`src/rtl/bt_pkg.sv`:
```
// Shared definitions for the Bluetooth command link: baud timing, ASCII
// constants used by frame decoding, and the parser state encoding.
package bt_pkg;

    // Shared with the transmit side so both directions run at 115200 baud.
    localparam int CLKS_PER_BIT_DEFAULT = 434;

    localparam logic [7:0] ASCII_HASH = 8'h23;
    localparam logic [7:0] ASCII_DASH = 8'h2D;
    localparam logic [7:0] ASCII_S    = 8'h53;
    localparam logic [7:0] ASCII_T    = 8'h54;
    localparam logic [7:0] ASCII_A    = 8'h41;
    localparam logic [7:0] ASCII_R    = 8'h52;
    localparam logic [7:0] ASCII_O    = 8'h4F;
    localparam logic [7:0] ASCII_P    = 8'h50;

    typedef enum logic {
        PARSE_COLLECT,
        PARSE_DISCARD
    } parse_state_t;

endpackage

```
`src/rtl/uart_rx_core.sv`:
```
// UART 8N1 receiver: two-flop synchronizer on the serial line, mid-bit
// sampling FSM, registered byte output with valid and framing-error pulses.
module uart_rx_core
    import bt_pkg::*;
#(
    parameter int CLKS_PER_BIT = CLKS_PER_BIT_DEFAULT
) (
    input  logic       clk_50M,
    input  logic       rst,
    input  logic       uart_rx,
    output logic [7:0] rx_byte,
    output logic       rx_byte_valid,
    output logic       frame_err
);

    localparam int CW = $clog2(CLKS_PER_BIT);
    localparam logic [CW-1:0] FULL_LAST = CW'(CLKS_PER_BIT - 1);
    localparam logic [CW-1:0] HALF_LAST = CW'(CLKS_PER_BIT / 2 - 1);

    typedef enum logic [1:0] {
        IDLE,
        START,
        DATA,
        STOP
    } uart_state_t;

    uart_state_t   state;
    logic [1:0]    sync;
    logic          line;
    logic [CW-1:0] clk_cnt;
    logic [2:0]    bit_idx;
    logic [7:0]    shift;

    // Preset to 1 so reset looks like an idle line, not a start bit.
    always_ff @(posedge clk_50M or posedge rst) begin
        if (rst) begin
            sync <= 2'b11;
        end else begin
            sync <= {sync[0], uart_rx};
        end
    end

    assign line = sync[1];

    always_ff @(posedge clk_50M or posedge rst) begin
        if (rst) begin
            state         <= IDLE;
            clk_cnt       <= '0;
            bit_idx       <= '0;
            shift         <= '0;
            rx_byte       <= '0;
            rx_byte_valid <= 1'b0;
            frame_err     <= 1'b0;
        end else begin
            rx_byte_valid <= 1'b0;
            frame_err     <= 1'b0;
            unique case (state)
                IDLE: begin
                    if (!line) begin
                        state   <= START;
                        clk_cnt <= '0;
                        bit_idx <= '0;
                    end
                end
                START: begin
                    if (clk_cnt == HALF_LAST) begin
                        clk_cnt <= '0;
                        state   <= line ? IDLE : DATA;
                    end else begin
                        clk_cnt <= clk_cnt + 1'b1;
                    end
                end
                DATA: begin
                    if (clk_cnt == FULL_LAST) begin
                        clk_cnt <= '0;
                        shift   <= {line, shift[7:1]};
                        if (bit_idx == 3'd7) begin
                            state <= STOP;
                        end else begin
                            bit_idx <= bit_idx + 3'd1;
                        end
                    end else begin
                        clk_cnt <= clk_cnt + 1'b1;
                    end
                end
                STOP: begin
                    // Leave at mid-stop so a back-to-back start edge is not missed.
                    if (clk_cnt == FULL_LAST) begin
                        clk_cnt <= '0;
                        state   <= IDLE;
                        if (line) begin
                            rx_byte       <= shift;
                            rx_byte_valid <= 1'b1;
                        end else begin
                            frame_err <= 1'b1;
                        end
                    end else begin
                        clk_cnt <= clk_cnt + 1'b1;
                    end
                end
                default: state <= IDLE;
            endcase
        end
    end

endmodule

```
`src/rtl/bt_cmd_receiver.sv`:
```
// Bluetooth receive path: UART byte stream into a '#'-terminated frame parser
// that decodes "START-" and "STOP-" into single-cycle command pulses.
module bt_cmd_receiver
    import bt_pkg::*;
#(
    parameter int CLKS_PER_BIT = CLKS_PER_BIT_DEFAULT,
    parameter int MAX_LEN      = 10
) (
    input  logic       clk_50M,
    input  logic       rst,
    input  logic       uart_rx,
    output logic [7:0] rx_byte,
    output logic       rx_byte_valid,
    output logic       frame_err,
    output logic       msg_done,
    output logic [3:0] msg_len,
    output logic       start_cmd,
    output logic       stop_cmd,
    output logic       overflow
);

    localparam logic [3:0] MAX_COUNT = 4'(MAX_LEN);

    parse_state_t state;
    logic [3:0]   count;
    logic [7:0]   frame_buf [MAX_LEN];
    logic         start_match;
    logic         stop_match;
    logic         is_hash;

    uart_rx_core #(
        .CLKS_PER_BIT(CLKS_PER_BIT)
    ) u_rx (
        .clk_50M      (clk_50M),
        .rst          (rst),
        .uart_rx      (uart_rx),
        .rx_byte      (rx_byte),
        .rx_byte_valid(rx_byte_valid),
        .frame_err    (frame_err)
    );

    assign is_hash = (rx_byte == ASCII_HASH);

    // Gating on count keeps stale entries from older frames out of the match.
    always_comb begin
        start_match = (count == 4'd6) &&
                      frame_buf[0] == ASCII_S && frame_buf[1] == ASCII_T &&
                      frame_buf[2] == ASCII_A && frame_buf[3] == ASCII_R &&
                      frame_buf[4] == ASCII_T && frame_buf[5] == ASCII_DASH;
        stop_match  = (count == 4'd5) &&
                      frame_buf[0] == ASCII_S && frame_buf[1] == ASCII_T &&
                      frame_buf[2] == ASCII_O && frame_buf[3] == ASCII_P &&
                      frame_buf[4] == ASCII_DASH;
    end

    always_ff @(posedge clk_50M) begin
        if (rx_byte_valid && state == PARSE_COLLECT && !is_hash && count < MAX_COUNT) begin
            frame_buf[count] <= rx_byte;
        end
    end

    always_ff @(posedge clk_50M or posedge rst) begin
        if (rst) begin
            state     <= PARSE_COLLECT;
            count     <= '0;
            msg_done  <= 1'b0;
            msg_len   <= '0;
            start_cmd <= 1'b0;
            stop_cmd  <= 1'b0;
            overflow  <= 1'b0;
        end else begin
            msg_done  <= 1'b0;
            start_cmd <= 1'b0;
            stop_cmd  <= 1'b0;
            overflow  <= 1'b0;
            unique case (state)
                PARSE_COLLECT: begin
                    if (frame_err) begin
                        count <= '0;
                    end else if (rx_byte_valid) begin
                        if (is_hash) begin
                            msg_done  <= 1'b1;
                            msg_len   <= count;
                            start_cmd <= start_match;
                            stop_cmd  <= stop_match;
                            count     <= '0;
                        end else if (count < MAX_COUNT) begin
                            count <= count + 4'd1;
                        end else begin
                            overflow <= 1'b1;
                            count    <= '0;
                            state    <= PARSE_DISCARD;
                        end
                    end
                end
                PARSE_DISCARD: begin
                    if (rx_byte_valid && is_hash) begin
                        count <= '0;
                        state <= PARSE_COLLECT;
                    end
                end
                default: state <= PARSE_COLLECT;
            endcase
        end
    end

endmodule

```
`config.mk`:
```
export PLATFORM = sky130hd
export DESIGN_NAME = bt_cmd_receiver
export DESIGN_NICKNAME = d
export VERILOG_FILES = /design/src/rtl/bt_pkg.sv /design/src/rtl/uart_rx_core.sv /design/src/rtl/bt_cmd_receiver.sv
export SDC_FILE = /design/constraint.sdc
export NUM_CORES = 1
export LEC_CHECK = 0
export CORE_MARGIN = 4
export CORE_UTILIZATION = 45
export CTS_CLUSTER_DIAMETER = 40
export DETAILED_ROUTE_END_ITERATION = 8
export GPL_TIMING_DRIVEN = 0
export PLACE_DENSITY = 0.61
export SYNTH_ARGS = -nofsm -noshare
export SYNTH_HDL_FRONTEND = slang
export SYNTH_SLANG_ARGS = --single-unit
```
`constraint.sdc`:
```
create_clock -name clk_50M -period 3.2 [get_ports clk_50M]
set_input_delay 0.64 -clock clk_50M [delete_from_list [all_inputs] [get_ports clk_50M]]
set_output_delay 0.64 -clock clk_50M [all_outputs]
set_load 0.05 [all_outputs]
```
==> metrics.txt <==
status finished clean; final setup fails 0; VDD IR max 0.182 mV; die height 101 um; Syn Area/Cell 14.6 sq um; # diodes 0; period utilization between 70% and 80%; DIE WIDTH 101 um; Crit. End Element output port; Worst Slack Setup Final 0.712 ns; Final Core Density between 50% and 60%; hpwl dp 4630 um; Worst Path Arrival 1.85 ns; Placement Setup Slack 0.929 ns; pins over their slew limit 0; htree depth 3; startpoint types register; max_cap viols 0; initial antenna violation count 0; total power 2.02 mW; final wirelength 6690 um; area share of the largest cell type after synthesis 37.2%; sequential area share after synthesis between 60% and 70%; Ports 21; met3 Usage GRT 4.15%; CP peak stage delay 0.88 ns; cts repair resizes 0; Synth Cell Area 3870 sq um; Setup CP Type register to output port; Synth top cells by count edfxtp_1, dfrtp_1, mux2_2; number of synthesized flops with an enable pin 48; Post-CTS Setup Inserts 0; CTS sink cnt 95; Hold Fails Final Rpt 0; Least-Margin Pin Slew 0.751 ns; clock period minus worst slack 2.49 ns; worst path cell trace clkdlybuf4s50_1; met2 global-route usage 23.2%; RSZ-0062 raised after global routing false; grt total ovfl 0; first-pass GRT wire length 11200 um; Reg clk slew, reported paths 0.10 ns; Post-Synthesis Cells 265; clock skew 0.0134 ns; largest net degree at the start of global routing 37; Core Area 8300 sq um; Adder-Cell Fraction of Synth Area 2.91%; vias in the first global route ~2200; Pwr Density 458 nW/um^2; Synth area leaders edfxtp_1, dfrtp_1, mux2_2, ha_1, o21ai_0; Die ar. 10200 sq um; share of cells above drive strength 1 16.9%; final RePlAce weighted congestion 0.804; Initial DRT Pass Iterations 4; # DRC 0; FMAX 402 MHz; Most used DFF post-synth edfxtp_1; CP max-delay cell clkdlybuf4s50_1; Max Buffers Root-to-Sink 2; Crit Path Max Fanout 9; Synth Area in XOR/XNOR less than 1%; hold buffers post-CTS 0; gr usage total 14.3%; Top delay family on crit path buffers and inverters; syn_nets 277; hold_ws 0.360 ns; Async S/R FF share, synth 49.5%; total CTS buffers 9; combinational family with the most area after synthesis simple AND/OR/NAND/NOR gates; met1 Use GR 18.4%; Compound-Gate Fraction of Synth Area 6.94%; Post-Synth Simple-Gate Area 14.9%; clock root buffer clkbuf_8; Worst EP required 2.56 ns; count of cell types in the netlist 55; CTS tree done; Lkg Pwr 1.61 nW; Syn. warnings 0; Seq cells post-synth 95; growth of design area from synthesis to finish 13.7%; vias around 2200; clk_lat worst skew between 0.3 and 0.4 ns; Slew HR 48.7%; Nets 309; setup TNS 0 ns; starting density of the core 46.7%; # port buffers 20; detailed-route wire length per cell 16.4 um; Vias per Instance 5.48; count leader, synth edfxtp_1; Core Rows 33; WP buf/inv 1; Post-DRT Antenna Nets 0; busiest grt layer met2; Hold WC Path Type register to register; area leader, netlist edfxtp_1; post-synthesis mux area share 5.49%; DR iter-0 viols 91
-- metrics by stage --
step | cells | cell area, sq um
2_1_floorplan | 265 | 3870
3_3_place_gp | 390 | 4210
6_report | 407 | 4410
5_1_grt | 407 | 4410
4_1_cts | 407 | 4410
3_5_place_dp | 391 | 4230
-- flip-flops by register name, indices dropped and copies added (netlist names), named ones only --
register,flops
state,1
overflow,1
u_rx.bit_idx,3
msg_len,4
u_rx.state,1
msg_done,1
stop_cmd,1
count,4
u_rx.rx_byte,8
frame_buf,48
u_rx.rx_byte_valid,1
start_cmd,1
u_rx.clk_cnt,9
u_rx.shift,8
u_rx.sync,2
u_rx.frame_err,1
-- layout make-up --
| cell class | count | area, sq um |
|---|---|---|
| fillers | 683 | 3890 |
| flip-flops and latches | 95 | 2620 |
| multi-input cells | 153 | 1190 |
| repair buffers | 21 | 220 |
| well taps | 105 | 131 |
| clock buffers | 10 | 128 |
| clock inverters | 6 | 52.6 |
| inverters | 14 | 52.6 |
| plain buffers | 3 | 15.0 |
-- power by group --
| group | switching [mW] | internal (mW) |
|---|---|---|
| Sequential | 0.00108 | 1.28 |
| Combinational | 0.0124 | 0.00536 |
| Clock | 0.431 | 0.295 |
-- kinds of logic (layout without fill, tap and decap cells) --
logic type               count (synthesis)  after routing
AO/OA/AOI/OAI                           40             40
XOR/XNOR                                 2              2
adder cells (fa/ha/maj)                  9              9
buffers and inverters                   17             54
flip-flops                              95             95
multiplexers                            19             19
AND/OR/NAND/NOR                         83             83
-- worst paths after layout --
kind | to | cells after the start | slack [ns] | startpoint
max in group asynchronous | u_rx.sync[0] | 3 | 2.13 | rst
setup reg to reg | frame_buf[2][1] | 4 | 0.91 | u_rx.rx_byte[3]
hold reg to reg | u_rx.sync[1] | 0 | 0.36 | u_rx.sync[0]
min in group asynchronous | count[3] | 2 | 0.53 | rst
setup / recovery | rx_byte[6] | 1 | 0.71 | u_rx.rx_byte[6]
hold / removal | u_rx.sync[1] | 0 | 0.36 | u_rx.sync[0]
-- layout by cell type (no fill, tap or decap), types with 2 or more instances in the layout --
| master | n |
|---|---|
| edfxtp_1 | 48 |
| dfrtp_1 | 45 |
| clkdlybuf4s50_1 | 20 |
| mux2_2 | 18 |
| nand2_1 | 16 |
| o21ai_0 | 14 |
| inv_1 | 13 |
| nor2_1 | 9 |
| ha_1 | 9 |
| clkbuf_8 | 9 |
| nand3_1 | 6 |
| o22ai_1 | 5 |
| and2_1 | 5 |
| nor4bb_1 | 5 |
| nor2b_1 | 4 |
| nor4_1 | 4 |
| nor3b_1 | 4 |
| clkbuf_1 | 3 |
| and4b_1 | 3 |
| nand4_1 | 3 |
| a21oi_1 | 3 |
| nor3_1 | 3 |
| nor4b_1 | 3 |
| nand4b_1 | 2 |
| and4bb_2 | 2 |
| o31a_1 | 2 |
| a31oi_1 | 2 |
| a22o_1 | 2 |
| nand3b_1 | 2 |
| o21a_1 | 2 |
| inv_6 | 2 |
| clkinvlp_4 | 2 |
| dfstp_2 | 2 |
-- layer usage --
metal / vias to the layer above / share of wire [%]
met4: 0 / 0.79
met1: 1115 / 45
met3: 6 / 4.0
met2: 43 / 51
li1: 1065 / -
met5: - / 0
(Power assumes the default switching activity.)
